File: src/rtl/gen_crd_pkg.sv
// Shared credit-link definitions: return-FSM states and width/min helpers.
// Latency: n/a (types and constant functions only).
// Backpressure: n/a.
package gen_crd_pkg;

  // Return-side FSM states.
  typedef enum logic [1:0] {
    IDLE  = 2'd0,
    ACCUM = 2'd1,
    SEND  = 2'd2
  } crd_rtn_state_e;

  // Width of a counter that must hold 0..max_val inclusive.
  // Both ends of the credit link size their counters with this.
  function automatic int unsigned crd_cnt_w(input int unsigned max_val);
    return $clog2(max_val) + 1;
  endfunction

  // Width of the idle-timeout counter. It never drops below 1 bit, so a
  // disabled timeout (0) still yields a legal vector.
  function automatic int unsigned crd_tmr_w(input int unsigned timeout);
    return (timeout == 0) ? 1 : $clog2(timeout + 1);
  endfunction

  // Smaller of two values; used to clip a batch to the per-grant maximum.
  function automatic int unsigned crd_min(input int unsigned a, input int unsigned b);
    return (a < b) ? a : b;
  endfunction

endpackage

File: src/rtl/gen_crd_rtn_tmr.sv
// Idle-timeout counter for the credit return aggregator.
// Latency: hit is combinational from the registered count (hit on count RTN_TIMEOUT-1).
// Backpressure: none; the counter is cleared and enabled by the owning FSM.
module gen_crd_rtn_tmr
  import gen_crd_pkg::*;
#(
  parameter int unsigned RTN_TIMEOUT = 16
) (
  input  logic clk,
  input  logic rst_n,
  input  logic tmr_clr_i,
  input  logic tmr_en_i,
  output logic tmr_hit_o
);

  localparam int unsigned TMR_W = crd_tmr_w(RTN_TIMEOUT);
  localparam bit TO_EN = (RTN_TIMEOUT != 0);
  localparam logic [TMR_W-1:0] HIT_VAL = TMR_W'(TO_EN ? RTN_TIMEOUT - 1 : 0);

  logic [TMR_W-1:0] tmr_q, tmr_d;

  // Clear has priority; count only while enabled and the timeout is in use.
  always_comb begin
    tmr_d = tmr_q;
    if (tmr_clr_i) begin
      tmr_d = '0;
    end else if (tmr_en_i && TO_EN) begin
      tmr_d = tmr_q + TMR_W'(1);
    end
  end

  // Counter register.
  always_ff @(posedge clk or negedge rst_n) begin
    if (!rst_n) begin
      tmr_q <= '0;
    end else begin
      tmr_q <= tmr_d;
    end
  end

  assign tmr_hit_o = TO_EN && tmr_en_i && (tmr_q == HIT_VAL);

endmodule

File: src/rtl/gen_crd_rtn_agg.sv
// Receiver-side credit return aggregator: batches freed credits back to the sender's grant inputs.
// Latency: a free that meets the return condition in cycle t raises crd_grnt_en in cycle t+1.
// Backpressure: crd_grnt_en/crd_grnt_val hold while crd_grnt_rdy=0; frees keep accumulating meanwhile.
module gen_crd_rtn_agg
  import gen_crd_pkg::*;
#(
  parameter  int unsigned CRD_INIT_AMOUNT  = 8,
  parameter  int unsigned MAX_CRD_FREE_VAL = 1,
  parameter  int unsigned MAX_CRD_GRNT_VAL = 4,
  parameter  int unsigned RTN_THRESH       = 4,
  parameter  int unsigned RTN_TIMEOUT      = 16,
  localparam int unsigned CRD_PEND_W = crd_cnt_w(CRD_INIT_AMOUNT),
  localparam int unsigned CRD_FREE_W = crd_cnt_w(MAX_CRD_FREE_VAL),
  localparam int unsigned CRD_GRNT_W = crd_cnt_w(MAX_CRD_GRNT_VAL)
) (
  input  logic                  clk,
  input  logic                  rst_n,
  input  logic [CRD_FREE_W-1:0] crd_free_val,
  input  logic                  crd_free_en,
  input  logic                  flush,
  input  logic                  crd_grnt_rdy,
  output logic                  crd_grnt_en,
  output logic [CRD_GRNT_W-1:0] crd_grnt_val,
  output logic [CRD_PEND_W-1:0] crd_pend,
  output logic                  ovf_err
);

  // One extra bit so pend + free cannot wrap before the saturation check.
  localparam int unsigned SUM_W = CRD_PEND_W + 1;
  localparam logic [SUM_W-1:0]      SUM_MAX  = SUM_W'(CRD_INIT_AMOUNT);
  localparam logic [CRD_PEND_W-1:0] PEND_MAX = CRD_PEND_W'(CRD_INIT_AMOUNT);
  localparam logic [CRD_PEND_W-1:0] THRESH   = CRD_PEND_W'(RTN_THRESH);

  crd_rtn_state_e        state_q, state_d;
  logic [CRD_PEND_W-1:0] pend_q, pend_d;
  logic [CRD_GRNT_W-1:0] grnt_val_q, grnt_val_d;
  logic                  grnt_en_q, grnt_en_d;
  logic                  ovf_q, ovf_d;
  logic                  hs;
  logic                  tmr_hit;
  logic                  trig;
  logic [SUM_W-1:0]      pend_sum;
  logic [CRD_GRNT_W-1:0] grnt_lat;

  assign hs = grnt_en_q & crd_grnt_rdy;

  // Pending-count update: a free and a returned batch in the same cycle land together; saturate on overflow.
  always_comb begin
    pend_sum = SUM_W'(pend_q)
             + (crd_free_en ? SUM_W'(crd_free_val) : '0)
             - (hs ? SUM_W'(grnt_val_q) : '0);
    ovf_d = ovf_q;
    if (pend_sum > SUM_MAX) begin
      pend_d = PEND_MAX;
      ovf_d  = 1'b1;
    end else begin
      pend_d = pend_sum[CRD_PEND_W-1:0];
    end
  end

  // Return condition, evaluated on the post-update count. Never fires with
  // nothing pending, so an asserted grant always carries a nonzero value.
  always_comb begin
    trig = (pend_d != '0) &&
           ((pend_d >= THRESH) || flush || tmr_hit);
    grnt_lat = CRD_GRNT_W'(crd_min(32'(pend_d), MAX_CRD_GRNT_VAL));
  end

  // Return FSM: the grant value is captured when a batch is launched and held through any stall.
  always_comb begin
    state_d    = state_q;
    grnt_en_d  = grnt_en_q;
    grnt_val_d = grnt_val_q;
    case (state_q)
      IDLE, ACCUM: begin
        if (trig) begin
          state_d    = SEND;
          grnt_en_d  = 1'b1;
          grnt_val_d = grnt_lat;
        end else if ((state_q == IDLE) && (pend_d != '0)) begin
          state_d = ACCUM;
        end
      end
      SEND: begin
        if (hs) begin
          if (pend_d == '0) begin
            state_d    = IDLE;
            grnt_en_d  = 1'b0;
            grnt_val_d = '0;
          end else if (trig) begin
            grnt_val_d = grnt_lat;
          end else begin
            state_d    = ACCUM;
            grnt_en_d  = 1'b0;
            grnt_val_d = '0;
          end
        end
      end
      default: begin
        state_d    = IDLE;
        grnt_en_d  = 1'b0;
        grnt_val_d = '0;
      end
    endcase
  end

  // State, count and output registers. Pending credits are dropped on reset;
  // the sender resets in the same domain, keeping the loop consistent.
  always_ff @(posedge clk or negedge rst_n) begin
    if (!rst_n) begin
      state_q    <= IDLE;
      pend_q     <= '0;
      grnt_en_q  <= 1'b0;
      grnt_val_q <= '0;
      ovf_q      <= 1'b0;
    end else begin
      state_q    <= state_d;
      pend_q     <= pend_d;
      grnt_en_q  <= grnt_en_d;
      grnt_val_q <= grnt_val_d;
      ovf_q      <= ovf_d;
    end
  end

  // Idle timeout runs only in ACCUM and sits at zero otherwise, so every
  // entry into ACCUM starts a fresh count.
  gen_crd_rtn_tmr #(
    .RTN_TIMEOUT (RTN_TIMEOUT)
  ) u_tmr (
    .clk       (clk),
    .rst_n     (rst_n),
    .tmr_clr_i (state_q != ACCUM),
    .tmr_en_i  (state_q == ACCUM),
    .tmr_hit_o (tmr_hit)
  );

  assign crd_grnt_en  = grnt_en_q;
  assign crd_grnt_val = grnt_val_q;
  assign crd_pend     = pend_q;
  assign ovf_err      = ovf_q;

endmodule
File: config.mk
export PLATFORM = sky130hd
export DESIGN_NAME = gen_crd_rtn_agg
export DESIGN_NICKNAME = d
export VERILOG_FILES = /design/src/rtl/gen_crd_pkg.sv /design/src/rtl/gen_crd_rtn_tmr.sv /design/src/rtl/gen_crd_rtn_agg.sv
export SDC_FILE = /design/constraint.sdc
export NUM_CORES = 1
export LEC_CHECK = 0
export ABC_AREA = 1
export CAP_MARGIN = 20
export CORE_MARGIN = 2
export CORE_UTILIZATION = 53
export CTS_CLUSTER_SIZE = 28
export DETAILED_ROUTE_END_ITERATION = 10
export PLACE_DENSITY = 0.86
export SLEW_MARGIN = 20
export SYNTH_ARGS = -nofsm -noshare
export SYNTH_HDL_FRONTEND = slang
export SYNTH_SLANG_ARGS = --single-unit
File: constraint.sdc
create_clock -name clk -period 3.52 [get_ports clk]
set_input_delay 0.352 -clock clk [delete_from_list [all_inputs] [get_ports clk]]
set_output_delay 0.352 -clock clk [all_outputs]
set_load 0.1 [all_outputs]
Word level (Yosys, flattened, before mapping)

Cells that the tools add are included.

Reduce and logical (&&, ||, !) cells: 13
Mux-type cells: 22
$lt $le $gt $ge: 3
Bitwise logic cells: 1
Equal/unequal tests: 8
$add $sub $neg: 3

Operators with widths:

| operator                                                           | number |
|---|---|
| 2-to-1 mux 3 bit                                                   | 6 |
| 2-to-1 mux 2 bit                                                   | 5 |
| 2-to-1 mux 5 bit                                                   | 2 |
| != test 3 bit (second input constant)                              | 2 |
| one-hot mux 3 bit (2 select lines)                                 | 1 |
| AND reduction 3 bit                                                | 2 |
| adder 4 x 1 -> 5 bit                                               | 1 |
| adder 5 x 1 -> 5 bit (second input constant)                       | 1 |
| equality test 5 x 4 -> 1 bit (second input constant)               | 1 |
| > comparator 5 x 4 -> 1 bit (second input constant)                | 1 |
| 2-to-1 mux 1 bit                                                   | 5 |
| subtractor 5 x 3 -> 5 bit                                          | 1 |
| greater-or-equal comparator 4 x 3 -> 1 bit (second input constant) | 1 |
| logical NOT 4 bit                                                  | 1 |
| less-than comparator 4 x 3 -> 1 bit (second input constant)        | 1 |
| 2-to-1 mux 4 bit                                                   | 1 |
| != test 2 bit (second input constant)                              | 2 |
| one-hot mux 2 bit (2 select lines)                                 | 1 |
| nonzero test 4 bit                                                 | 1 |
| logical AND 1 bit                                                  | 3 |
| equality test 2 x 1 -> 1 bit (second input constant)               | 1 |
| equality test 2 bit (second input constant)                        | 1 |
| logical NOT 2 bit                                                  | 1 |
| logical OR 1 bit                                                   | 2 |
| 6 further kinds                                                    | 6 |

Output and inout bits: 9
Input bits: 6
Register bits after elaboration: 16
Logic and storage cells: 56

Depth between registers and ports, before layout

Word-level depth: 13
Gate-level depth with buffers: 20
Gate-level depth less buffers: 20

Hierarchy

A second synthesis with hierarchy kept.

Cells, all modules: 136
Area, all modules: 1,052.3 sq um

By module, submodules not included:

| module          | sequential area each (sq um) | cells an instance | area each (sq um) | instances |
|---|---|---|---|---|
| gen_crd_rtn_agg | 275.3                        | 103               | 777.0             | 1 |
| gen_crd_rtn_tmr | 125.1                        | 33                | 275.3             | 1 |

Worst setup path before layout

Ideal clock, no wire load.

Path type: reg-to-reg
From: register grnt_en_q (netlist: crd_grnt_en)
To: register state_q[1]
Data required time: 3.399 ns
Path slack: 0.329 ns
Library setup time: 0.121 ns
Cell stages (with the launch flop): 20
Clock period less this slack: 3.191 ns
Path buffers: 0
Arrival time: 3.071 ns
Path through: dfrtp_1 nand2_1 nor2_1 ha_1 inv_1 ha_1 inv_1 fa_1 inv_1 nand3_2 nand2_1 nand2_1 nand2_2 nand2_4 nor2_4 nand2_2 nand2_4 inv_1 o21ai_1 nand2_1

Word-level cells in the longest chain between the ends: 11
Elaborated cells between the ends (all ways): 20
Classes of those cells: add/sub (1); order compare (2); eq/ne (3); mux (6); bitwise (1); reduce/logical (7)

RTL lines:

| item                                                                                | RTL line               | RTL |
|---|---|---|
| from (decl)                                                                         | gen_crd_rtn_agg.sv:37  | `logic grnt_en_q, grnt_en_d;` |
| from (signal assigned)                                                              | gen_crd_rtn_agg.sv:119 | `grnt_en_q <= grnt_en_d;` |
| bitwise AND 1 bit *                                                                 | gen_crd_rtn_agg.sv:45  | `assign hs = grnt_en_q & crd_grnt_rdy;` |
| 2-to-1 mux 3 bit *                                                                  | gen_crd_rtn_agg.sv:51  | `- (hs ? SUM_W'(grnt_val_q) : '0);` |
| subtractor 5 x 3 -> 5 bit *                                                         | gen_crd_rtn_agg.sv:51  |  |
| > comparator 5 x 4 -> 1 bit                                                         | gen_crd_rtn_agg.sv:53  | `if (pend_sum > SUM_MAX) begin` |
| 2-to-1 mux 4 bit *                                                                  | gen_crd_rtn_agg.sv:53  |  |
| named net pend_d[3]                                                                 | gen_crd_rtn_agg.sv:35  | `logic [CRD_PEND_W-1:0] pend_q, pend_d;` |
| greater-or-equal comparator 4 x 3 -> 1 bit                                          | gen_crd_rtn_agg.sv:65  | `((pend_d >= THRESH) \|\| flush \|\| tmr_hit);` |
| logical OR 1 bit (2 in a row)                                                       | gen_crd_rtn_agg.sv:65  |  |
| logical AND 1 bit                                                                   | gen_crd_rtn_agg.sv:64  | `trig = (pend_d != '0) &&` |
| != test 3 bit (no line) or 2-to-1 mux 2 bit (tied branches)                         | --                     |  |
| AND reduction 3 bit (no line) or one-hot mux 2 bit (2 select lines) (tied branches) | --                     |  |
| to (signal assigned)                                                                | gen_crd_rtn_agg.sv:117 | `state_q <= state_d;` |
| to (decl)                                                                           | gen_crd_rtn_agg.sv:34  | `crd_rtn_state_e state_q, state_d;` |

Mark *: on every way through the listed nets, which the timed path passes. The rest lies on a longest branch. The select of a mux whose other input is x is not followed.
A chain may end at the register's enable or synchronous reset.

Worst setup path after layout

From: input crd_grnt_rdy
To: register grnt_val_q[0] (netlist: crd_grnt_val[0])

Word-level cells in the longest chain between the ends: 13
Elaborated cells between the ends (all ways): 21
Classes of those cells: add/sub (1); order compare (3); eq/ne (2); mux (8); bitwise (1); reduce/logical (6)

RTL lines:

| item                                       | RTL line               | RTL |
|---|---|---|
| from (decl)                                | gen_crd_rtn_agg.sv:21  | `input logic crd_grnt_rdy,` |
| bitwise AND 1 bit *                        | gen_crd_rtn_agg.sv:45  |  |
| 2-to-1 mux 3 bit                           | gen_crd_rtn_agg.sv:51  |  |
| subtractor 5 x 3 -> 5 bit                  | gen_crd_rtn_agg.sv:51  |  |
| > comparator 5 x 4 -> 1 bit                | gen_crd_rtn_agg.sv:53  |  |
| 2-to-1 mux 4 bit                           | gen_crd_rtn_agg.sv:53  |  |
| greater-or-equal comparator 4 x 3 -> 1 bit | gen_crd_rtn_agg.sv:65  |  |
| logical OR 1 bit (2 in a row)              | gen_crd_rtn_agg.sv:65  |  |
| logical AND 1 bit                          | gen_crd_rtn_agg.sv:64  |  |
| 2-to-1 mux 3 bit                           | gen_crd_rtn_agg.sv:90  | `end else if (trig) begin` |
| 2-to-1 mux 3 bit                           | gen_crd_rtn_agg.sv:86  | `if (pend_d == '0) begin` |
| 2-to-1 mux 3 bit                           | gen_crd_rtn_agg.sv:85  | `if (hs) begin` |
| one-hot mux 3 bit (2 select lines)         | gen_crd_rtn_agg.sv:74  | `case (state_q)` |
| to (signal assigned)                       | gen_crd_rtn_agg.sv:120 | `grnt_val_q <= grnt_val_d;` |
| to (decl)                                  | gen_crd_rtn_agg.sv:36  | `logic [CRD_GRNT_W-1:0] grnt_val_q, grnt_val_d;` |

Every way passes the cells marked *; elsewhere a longest branch is shown, timed or not. The select of a mux whose other input is x is not followed.

==> results.cfg <==
[place]
port_buffers = 14
place_congestion = 0.851
dpl.hpwl_um = 1610

[global_routing]
grt_pass1_vias = 799
gr-total-overflow = 0
track_usage_pct = 19.6
grt_max_degree = 17
antenna_found_initial = 0
grt_pass1_wl_um = 3080

[route]
avgRoutedWirePerCell_um = 11.3
drt_iter0_markers = 20
vias = 872
drt-pass1-iter-count = 4
viasPerCell = 5.04
drc_errors = 0
antenna_left = 0
wl_um = 1960

[setup_path]
worstPathRequired_ns = 3.71
worstPathArrival_ns = 3.04
cp.depth = 16
crit_path_max_incr_delay_ns = 0.45
cp_top_family = adder cells
start_kind = input pin
rr_worst_depth = 15
crit_chain = clkdlybuf4s50_1, nand2_1, nor2_1, ha_1, inv_1, ha_1, inv_1, fa_1, xnor2_1, inv_1, nand4_1, nand2_4, nand2_4, nand2_4, nand2_1, nand2_1
crit_buf_inv = 4
regToRegStartpoint = crd_grnt_en
startpoint = crd_grnt_rdy
crit_fanout = 4
crit_path_end_kind = flip-flop
critical_path_class = in2reg
slowest_stage = clkdlybuf4s50_1

[clocking]
clock-sinks = 16
postCtsHoldBufs = 0
cts_buffer_depth = 2
cts_resized = 0
root_buffer = clkbuf_4
cts_inserted_buffers = 3
cts.clk_slew.worst_paths_ns = 0.09
clock_latency_ns = 0.29
cts_tree = built
postCtsSetupBuffers = 0
htreeDepth = 1

[floorplanning]
die_area_um2 = 2320
rows = 15
start_util_pct = 58.0
dieWidth_um = 48.2
die_h_um = 48.2
io_pins = 15
core_area_um2 = 1780

[timing]
fin_crit_ns = 2.85
finClkSkew_ns = 0.00629
slew_headroom_pct = 33.8
slew_viol_final = 0
finalHoldViolations = 0
rsz0062_at_grt = no
setup_violations = 0
max_freq_ghz = 0.351
finalSetupTns_ns = 0
worst_pin_slew_ns = 0.989
post-route-period-util_pct = 81.0

[hold_path]
hold_start = u_tmr.tmr_q[0]
holdPathStages = 1
hold_path_class = reg2reg

[yosys]
netlist_instances = 130
avgSynthCellArea_um2 = 7.95
syn-num-nets = 146
yosys.cell_types.count = 23
yosysWarnings = 0
syn_area_um2 = 1030
ys_ff_latch = 16
seq_area_frac_synth_pct = 38.7

[cells_and_area]
fin_nets = 165
mostFrequentLayoutCells = 29 x nand2_1, 21 x inv_1, 16 x dfrtp_1
final_common_cell = nand2_1
n_antenna_cell = 0
area_growth_pct = 20.1
fill_cells = 159
drive_above_1_share_pct = 10.1

[outcome]
status = completed

[run]
drv_cap = 0
==> through the flow <==
step                area (µm²)  util [%]  setup slack [ns]  instances  hold slack (ns)
CTS                       1240      69.6             0.668        173            0.470
finish                    1240      69.6             0.669        173            0.461
global route              1240      69.6             0.453        173            0.499
detailed placement        1200      67.6             0.371        169            0.456
floorplan                 1030         -             0.329        130           0.0564
global placement          1200      67.6             0.469        169            0.447
==> per-layer routing <==
metal	global-route usage [%]	wire (µm)	vias to the layer above
met5	0	0	-
met4	11.4	54	0
met3	2.22	59	7
met2	34.5	1000	23
met1	22.8	842	390
li1	-	-	452
==> cell type report <==
cell class              count  area, µm²  area share (%)
clock buffers               4       36.3            2.92
inverters                  21       78.8            6.35
repair buffers             14        140            11.3
well taps                  25       31.3            2.52
multi-input cells          93        554            44.7
flip-flops and latches     16        400            32.3
==> registers in the layout, indices dropped and copies added (netlist names) <==
| signal | flops |
|---|---|
| state_q | 2 |
| crd_grnt_en | 1 |
| crd_grnt_val | 3 |
| crd_pend | 4 |
| ovf_err | 1 |
| u_tmr.tmr_q | 5 |
==> cells by family after synthesis <==
| family | count (synthesis) | synth area share, % |
|---|---|---|
| AO/OA/AOI/OAI | 11 | 6.30 |
| XOR/XNOR | 1 | 0.848 |
| AND/OR/NAND/NOR | 71 | 33.7 |
| adder cells (fa/ha/maj) | 10 | 12.8 |
| flip-flops | 16 | 38.7 |
| buffers and inverters | 21 | 7.63 |
==> cell usage after synthesis <==
cell       count  area share, %
nand2_2        3            1.8
nor3_1         1           0.48
o211ai_1       1           0.73
a21oi_2        1           0.85
o21ai_1        2           0.97
nor2_4         1            1.1
nand3b_1       1           0.73
nand2_4        4            4.4
or2_1          1           0.61
nand4_1        1           0.61
o21ai_0        3            1.5
xnor2_1        1           0.85
nand2_1       29             11
o2111ai_1      1           0.85
dfrtp_1       16             39
a21oi_1        3            1.5
nand3_2        1           0.97
or2_2          1           0.61
fa_1           1            1.9
ha_1           9             11
inv_1         21            7.6
nand3_1       14            6.8
nor2_1        14            5.1
==> path summary, 6_finish.rpt <==
check / endpoint / slack, ns
max: crd_grnt_val[0] / 0.67
min in group asynchronous: crd_grnt_val[0] / 0.47
min reg2reg: u_tmr.tmr_q[0] / 0.46
max reg2reg: crd_grnt_val[0] / 0.75
max in group asynchronous: state_q[0] / 2.61
min: u_tmr.tmr_q[0] / 0.46
==> worst register-to-register path, cell delays in order (launching register included) <==
cell and delay, ns:
dfrtp_1 0.40, nand2_1 0.15, nor2_1 0.06, ha_1 0.29, inv_1 0.05, ha_1 0.17
inv_1 0.06, fa_1 0.41, xnor2_1 0.41, inv_1 0.11, nand4_1 0.21, nand2_4 0.09
nand2_4 0.09, nand2_4 0.05, nand2_1 0.06, nand2_1 0.05
Power is left out: the tool's default activity adds up to more than one toggle a clock period on the data nets, which glitch-free logic cannot reach.
